File: src/rtl/bcd_time_pkg.sv
// bcd_time_pkg: shared BCD digit limits and the hh:mm load validity check
package bcd_time_pkg;
   localparam int BCD_W = 4;
   localparam logic [BCD_W-1:0] MIN1_MAX = 4'd5;
   localparam logic [BCD_W-1:0] DIG_MAX = 4'd9;
   localparam logic [BCD_W-1:0] HOUR1_MAX = 4'd2;
   localparam logic [BCD_W-1:0] HOUR0_MAX_AT_20 = 4'd3;

   function automatic logic is_valid_hhmm(input logic [BCD_W-1:0] h1, h0, m1, m0);
      return h1 <= HOUR1_MAX && h0 <= DIG_MAX && !(h1 == HOUR1_MAX && h0 > HOUR0_MAX_AT_20)
         && m1 <= MIN1_MAX && m0 <= DIG_MAX;
   endfunction
endpackage

File: src/rtl/bcd_digit_counter.sv
// bcd_digit_counter: single BCD digit, counts 0..MAX with a combinational carry on wrap
module bcd_digit_counter
   import bcd_time_pkg::*;
#(
   parameter logic [BCD_W-1:0] MAX = DIG_MAX
) (
   input  logic             clk,
   input  logic             reset,
   input  logic             inc,
   input  logic             load,
   input  logic [BCD_W-1:0] ld_val,
   output logic [BCD_W-1:0] q,
   output logic             carry
);
   assign carry = inc && q == MAX;

   always_ff @(posedge clk or posedge reset)
      if (reset) q <= '0;
      else if (load) q <= ld_val;
      else if (inc) q <= q == MAX ? '0 : q + 1'b1;
endmodule

File: src/rtl/bcd_time_counter.sv
// bcd_time_counter: 24-hour BCD hh:mm clock advanced by sec_tick, with validated parallel load
module bcd_time_counter
   import bcd_time_pkg::*;
#(
   parameter int SEC_PER_MIN = 60,
   parameter int SEC_W = 6
) (
   input  logic             clk,
   input  logic             reset,
   input  logic             sec_tick,
   input  logic             load,
   input  logic [BCD_W-1:0] ld_hour1,
   input  logic [BCD_W-1:0] ld_hour0,
   input  logic [BCD_W-1:0] ld_min1,
   input  logic [BCD_W-1:0] ld_min0,
   output logic [BCD_W-1:0] curHour1,
   output logic [BCD_W-1:0] curHour0,
   output logic [BCD_W-1:0] curMin1,
   output logic [BCD_W-1:0] curMin0,
   output logic             min_tick,
   output logic             load_err
);
   localparam logic [SEC_W-1:0] SEC_LAST = SEC_W'(SEC_PER_MIN - 1);
   logic [SEC_W-1:0] sec;
   logic ld_ok, ld_go, min_adv, m0_carry, hr_inc, last_hr;

   assign ld_ok = is_valid_hhmm(ld_hour1, ld_hour0, ld_min1, ld_min0);
   assign ld_go = load && ld_ok;
   assign min_adv = sec_tick && !load && sec == SEC_LAST;
   assign last_hr = curHour1 == HOUR1_MAX && curHour0 == HOUR0_MAX_AT_20;

   bcd_digit_counter #(.MAX(DIG_MAX)) u_min0 (
      .clk(clk), .reset(reset), .inc(min_adv), .load(ld_go),
      .ld_val(ld_min0), .q(curMin0), .carry(m0_carry)
   );

   bcd_digit_counter #(.MAX(MIN1_MAX)) u_min1 (
      .clk(clk), .reset(reset), .inc(m0_carry), .load(ld_go),
      .ld_val(ld_min1), .q(curMin1), .carry(hr_inc)
   );

   // Hours stay here because 23 wraps to 00 rather than at the digit maxima
   always_ff @(posedge clk or posedge reset)
      if (reset) begin
         sec <= '0;
         curHour1 <= '0;
         curHour0 <= '0;
         min_tick <= 1'b0;
         load_err <= 1'b0;
      end else begin
         min_tick <= min_adv;
         load_err <= load && !ld_ok;
         if (ld_go) begin
            sec <= '0;
            curHour1 <= ld_hour1;
            curHour0 <= ld_hour0;
         end else if (sec_tick && !load) begin
            sec <= min_adv ? '0 : sec + 1'b1;
            if (hr_inc) begin
               curHour0 <= (last_hr || curHour0 == DIG_MAX) ? '0 : curHour0 + 1'b1;
               curHour1 <= last_hr ? '0 : curHour0 == DIG_MAX ? curHour1 + 1'b1 : curHour1;
            end
         end
      end
endmodule

File: config.mk
export PLATFORM = sky130hd
export DESIGN_NAME = bcd_time_counter
export DESIGN_NICKNAME = d
export VERILOG_FILES = /design/src/rtl/bcd_time_pkg.sv /design/src/rtl/bcd_digit_counter.sv /design/src/rtl/bcd_time_counter.sv
export SDC_FILE = /design/constraint.sdc
export NUM_CORES = 1
export LEC_CHECK = 0
export CAP_MARGIN = 10
export CORE_MARGIN = 5
export CORE_UTILIZATION = 54
export CTS_BUF_LIST = sky130_fd_sc_hd__clkbuf_8
export DETAILED_ROUTE_END_ITERATION = 8
export PLACE_DENSITY = 0.87
export SLEW_MARGIN = 10
export SYNTH_ARGS = -nofsm -noshare
export SYNTH_HDL_FRONTEND = slang
export SYNTH_HIERARCHICAL = 1
export SYNTH_SLANG_ARGS = --single-unit
File: constraint.sdc
create_clock -name clk -period 6.4 [get_ports clk]
set_clock_uncertainty 0.2 [all_clocks]
set_input_delay 1.28 -clock clk [delete_from_list [all_inputs] [get_ports clk]]
set_output_delay 1.28 -clock clk [all_outputs]
set_load 0.02 [all_outputs]
==> results of run 1 <==
## layout by cell type, fill, tap and decap left out, types with 2 or more instances in the layout
cell             instances
clkdlybuf4s50_1         37
dfrtp_1                 24
nand2_1                 13
inv_1                   10
o21ai_0                  8
a21oi_1                  8
nor2_1                   8
nor2b_1                  6
a31oi_1                  6
ha_1                     5
nand3_1                  4
clkbuf_8                 4
nand3b_1                 3
a221o_1                  3
a311oi_1                 3
xnor2_1                  3
o21a_1                   2
and2_1                   2
nand2b_1                 2
nand4_1                  2
o21ai_1                  2
nand2_2                  2
or3_1                    2
a2bb2oi_1                2
xor2_1                   2
nor3b_1                  2
## how the worst max path moves through the flow
stage          from  slack (ps)           to
3_5_place_dp   load        1610  curHour0[2]
2_1_floorplan  load        2360  curHour0[0]
5_1_grt        load        1520  curHour1[3]
4_1_cts        load        1830  curHour0[2]
6_report       load        1800  curHour0[2]
3_3_place_gp   load        1720  curHour1[3]
## sequential cells by signal, indices dropped and copies added, names as in the netlist
signal and flops:
sec 6, curHour0 4, curHour1 4, u_min0/q 4
u_min1/q 4, load_err 1, min_tick 1
## logic make-up after synthesis
family | count (synthesis) | synth area share
and+or+nand+nor | 57 | 0.230
buffers and inverters | 13 | 0.0422
AOI/OAI and AO/OA | 44 | 0.233
DFF | 24 | 0.414
muxes | 1 | 0.00776
xor gates and xnor gates | 5 | 0.0302
adders and majority gates | 5 | 0.0431
## cell type report
cell class | instances | area (µm²)
Multi-Input combinational cell | 112 | 790
Fill cell | 197 | 632
Sequential cell | 24 | 601
Timing Repair Buffer | 37 | 370
Clock buffer | 4 | 55.1
Inverter | 10 | 37.5
Tap cell | 30 | 37.5
## power breakdown
group          leakage, nW  total (mW)  switching (mW)  internal, mW
combinational        0.458       0.168          0.0807        0.0878
sequential           0.304       0.233          0.0485         0.184
clock               0.0288       0.103          0.0485        0.0549
total                0.791       0.505           0.178         0.327
## stage by stage
step	total power, mW	setup slack (ps)
after CTS	0.504	1830
after global placement	0.393	1720
final	0.505	1800
after floorplan	0.320	2360
after global routing	0.535	1520
after detailed placement	0.403	1610
## routing by layer
metal	vias up	track usage
li1	626	-
met5	-	0
met4	0	0.0758
met3	8	0.0434
met2	53	0.378
met1	627	0.246
==> run_results.csv, run 1 <==
group,metric,value,unit
outcome,status,"finished, final reports clean",
synthesis,synth_area,0.00145,mm²
clock_network,hold_buffers,0,
synthesis,netlist_top_cells_count,"dfrtp_1, nand2_1, inv_1",
floorplanning,rows,18,
critical_path,required,6350,ps
drt,drc,0,
sta,rsz0062_at_grt,"no",
critical_path,cp_cell_sequence,"clkdlybuf4s50_1 > nand3b_1 > or4b_1 > inv_1 > nand2_2 > nor3b_1 > nand2_2 > nor3b_1 > and3b_2 > a21oi_1 > a221o_1",
power_and_ir_drop,p_leak,0.791,nW
power_and_ir_drop,powerDensity,267,mW/mm²
critical_path,reg2reg_slack,2810,ps
critical_path,worst_setup_path_start_kind,"primary input",
clock_network,cts_tree,"yes",
critical_path,reg2reg_from,"sec[0]",
final_layout,fin_area,0.00189,mm²
floorplanning,die_area,0.00382,mm²
flow_run,cap_violations,0,
synthesis,synth_edf_count,0,
drt,drt_iter0_drc,50,
grt,grt_antenna_before_repair,0,
power_and_ir_drop,ir_worst_vdd,205,µV
critical_path,end_kind,"register",
final_layout,fin_nets,213,
sta,max_freq,218,MHz
clock_network,clk_pin_slew,80,ps
critical_path,r2r_cells,11,
sta,fin_crit_sh,0.718,
sta,hold_viol,0,
floorplanning,design.core.area,0.00252,mm²
drt,wl_per_cell,16.5,µm
final_layout,stdcell_count,217,
synthesis,syn_avg_cell_area,9.74,µm²
sta,setup_violations,0,
critical_path,max_stage_delay,560,ps
synthesis,yosys_warnings,6,
grt,grt_first_pass_wirelength,5.98,mm
sta,totalNegativeSetupSlack,0,ps
synthesis,synth_seq_cells,24,
floorplanning,ios,38,
clock_network,cts_resized,0,
drt,vias_per_cell,6.06,
drt,vias,1314,
clock_network,root_buffer,"clkbuf_8",
drt,routed.top_layer,"met4",
clock_network,clock_path_buffers,2,
critical_path,critPathKind,"primary input to register",
floorplanning,die_y,61.8,µm
floorplanning,start_util,0.575,
clock_network,cts_setup_buffers,0,
drt,wl_met1,1.43,mm
final_layout,fin_util,0.750,
synthesis,synth_top_area_frac,0.414,
worst_hold_path,min_to,"sec[0]",
critical_path,reg2reg_to,"curHour0[2]",
sta,whs,344,ps
sta,min_period,4600,ps
critical_path,path_delay_family,"simple AND/OR/NAND/NOR gates",
final_layout,syn_to_final_growth,30.3,%
drt,routed_wl,3.58,mm
floorplanning,fp.dieW,61.8,µm
grt,grt_max_degree,27,
critical_path,crit_cells,11,
sta,drv_slew,0,
critical_path,cp.arrival,4550,ps
grt,grt_pass1_vias,1337,
synthesis,synth_cells,149,
synthesis,synth-seq-area-share,0.414,
drt,drt_pass1_iterations,4,
clock_network,cts_num_sinks,24,
synthesis,async_flop_share,1.00,
synthesis,synth_ff_type,"dfrtp_1",
worst_hold_path,hp-class,"register to register",
drt,ant_nets,0,
synthesis,yosys.area.top_type,"dfrtp_1",
drt,route.met3.wl,280,µm
synthesis,ys_types,49,
synthesis,yosysMostFrequentCell,"dfrtp_1",
place,portBuffers,37,
final_layout,layout-drive-gt1-share,0.0802,
synthesis,synthesis.nets,174,
sta,slew_headroom,0.377,
worst_hold_path,hold_start,"sec[0]",
clock_network,clk-insertion-delay-late,260,ps
place,routabilityCongestion,0.800,
final_layout,n_antenna_cell,0,
synthesis,yosys-top-cells-area,"dfrtp_1, ha_1, nand2_1",
clock_network,ctsHtreeMaxLevel,1,
grt,grt_util_all_layers,0.210,
drt,met2_wirelength,1.79,mm
grt,overflow,0,
critical_path,cpMaxStageDelayCell,"or4b_1",
place,dp.cells,213,
place,place_hpwl,2.73,mm
clock_network,numCtsBuffers,3,
critical_path,critPathMaxFanout,8,
critical_path,path_buf_inv,2,
sta,tightest_slew,935,ps
worst_hold_path,hold_path_depth,1,
place,place_area,0.00184,mm²
Power figures use the tool's default switching activity.
==> run 2: changes to the inputs <==
CORE_UTILIZATION = 45   (was 54)
PLACE_DENSITY = 0.78   (was 0.87)
clock period = 4.2 ns   (was 6.4 ns; I/O delays follow)
==> run 2 against run 1 <==
Compared with the run above: setup slack got worse by 1300 ps; clock-buffer cell count stayed put; die area is 17% higher; flip-flop and latch count did not move; first-iteration DRC count is 22% higher; combinational power up 53%; register-to-register slack got worse by 1900 ps; clock power is 52% higher; critical path type unchanged; critical endpoint unchanged; largest power group unchanged.
==> run_results.csv, run 2 (synthesis results as in run 1) <==
group,metric,value,unit
outcome,status,"finished, final reports clean",
critical_path,reg2reg_slack,960,ps
critical_path,cp.arrival,3690,ps
place,dp.cells,231,
final_layout,regMostFlops,"sec",
worst_hold_path,hold_path_depth,1,
clock_network,clock_path_buffers,2,
critical_path,reg2reg_to,"curHour0[2]",
worst_hold_path,hp-class,"register to register",
floorplanning,rows,20,
grt,grt_max_degree,18,
sta,max_freq,267,MHz
power_and_ir_drop,powerDensity,396,mW/mm²
clock_network,cts_tree,"yes",
sta,tightest_slew,657,ps
place,routabilityCongestion,0.926,
final_layout,multi_input_area,790,µm²
drt,wl_per_cell,15.4,µm
critical_path,end_kind,"register",
power_and_ir_drop,ir_worst_vdd,216,µV
sta,rsz0062_at_grt,"no",
critical_path,critPathKind,"primary input to register",
sta,fin_crit_sh,0.891,
drt,ant_nets,0,
grt,overflow,0,
final_layout,seqCellArea,601,µm²
sta,totalNegativeSetupSlack,0,ps
critical_path,max_stage_delay,570,ps
drt,drt_pass1_iterations,4,
floorplanning,die_area,0.00446,mm²
final_layout,fillers,267,
drt,vias_per_cell,5.57,
critical_path,required,4150,ps
floorplanning,die_y,66.8,µm
place,place_ws,187,ps
clock_network,cts_setup_buffers,0,
flow_run,cap_violations,0,
critical_path,cp_cell_sequence,"clkdlybuf4s50_1 > nand3b_1 > or4b_1 > inv_1 > nand2_2 > nor3b_1 > nand2_2 > nor3b_1 > and3b_2 > a21oi_1 > a221o_1",
grt,grt_util_all_layers,0.175,
critical_path,reg2reg_from,"sec[0]",
final_layout,layout-drive-gt1-share,0.0995,
critical_path,r2r_cells,11,
floorplanning,start_util,0.472,
final_layout,stdcell_count,235,
sta,whs,358,ps
clock_network,ctsHtreeMaxLevel,1,
grt,grt_first_pass_wirelength,5.98,mm
final_layout,fin_util,0.630,
critical_path,cpMaxStageDelayCell,"or4b_1",
clock_network,numCtsBuffers,3,
floorplanning,fp.dieW,66.8,µm
critical_path,critPathMaxFanout,8,
critical_path,path_buf_inv,2,
clock_network,clk_pin_slew,90,ps
worst_hold_path,min_to,"sec[0]",
floorplanning,ios,38,
final_layout,fin_area,0.00194,mm²
final_layout,layout_common_cells,"clkdlybuf4s50_1, dfrtp_1, nand2_1",
power_and_ir_drop,p_leak,0.813,nW
sta,hold_viol,0,
clock_network,root_buffer,"clkbuf_8",
sta,slew_headroom,0.561,
sta,setup_violations,0,
final_layout,largest_reg_flops,6,
sta,min_period,3740,ps
worst_hold_path,hold_start,"sec[0]",
floorplanning,design.core.area,0.00308,mm²
clock_network,hold_buffers,0,
sta,setup_slack,456,ps
final_layout,final_common_cell,"clkdlybuf4s50_1",
place,place_hpwl,2.85,mm
clock_network,clk-insertion-delay-late,260,ps
critical_path,path_delay_family,"simple AND/OR/NAND/NOR gates",
grt,grt_pass1_vias,1339,
clock_network,cts_num_sinks,24,
clock_network,cts_resized,0,
place,portBuffers,37,
final_layout,fin_nets,217,
drt,vias,1308,
critical_path,worst_setup_path_start_kind,"primary input",
drt,drc,0,
final_layout,n_antenna_cell,0,
drt,drt_iter0_drc,61,
drt,routed_wl,3.61,mm
place,place_area,0.00188,mm²
final_layout,syn_to_final_growth,33.5,%
grt,grt_antenna_before_repair,0,
sta,drv_slew,0,
power_and_ir_drop,total_power,0.768,mW
-- run 2: changes by cell type in the layout (fill, tap and decap cells not counted), sizes merged --
cell and delta:
buf +4
-- run 2: where the power goes --
group | switching, mW | internal, mW | total, mW
clock | 0.0735 | 0.0836 | 0.157
combinational | 0.123 | 0.134 | 0.257
sequential | 0.0724 | 0.281 | 0.353
-- run 2: worst reg2reg max path: stages, from the launching register on --
cell and delay, ps:
dfrtp_1 410, ha_1 200, nand3b_1 140, or4b_1 570
inv_1 120, nand2_2 80, nor3b_1 290, nand2_2 120
nor3b_1 230, and3b_2 330, a21oi_1 100, a221o_1 330
-- run 2: how the worst max path moves through the flow --
stage	from	end	cells past startpoint	slack, ps
detailed placement	sec_tick	curHour0[2]	11	190
global placement	sec_tick	curHour0[2]	11	270
finish	load	curHour0[2]	11	460
floorplan	load	curHour0[0]	11	600
CTS	sec_tick	curHour1[3]	12	470
global route	load	curHour1[3]	12	250
-- run 2: cell type report --
type	instances	share of cell area
multi-input cells	112	0.407
flip-flops and latches	24	0.310
repair buffers	41	0.207
clock buffers	4	0.0284
well taps	44	0.0284
inverters	10	0.0194
-- run 2: layer usage --
metal	wire (µm)	global-route usage	share of wire	vias to the layer above
met5	0	0	0	-
met4	55	0.0711	0.015	0
met3	228	0.0388	0.063	6
met2	1840	0.309	0.51	35
met1	1490	0.201	0.41	634
li1	-	-	-	633
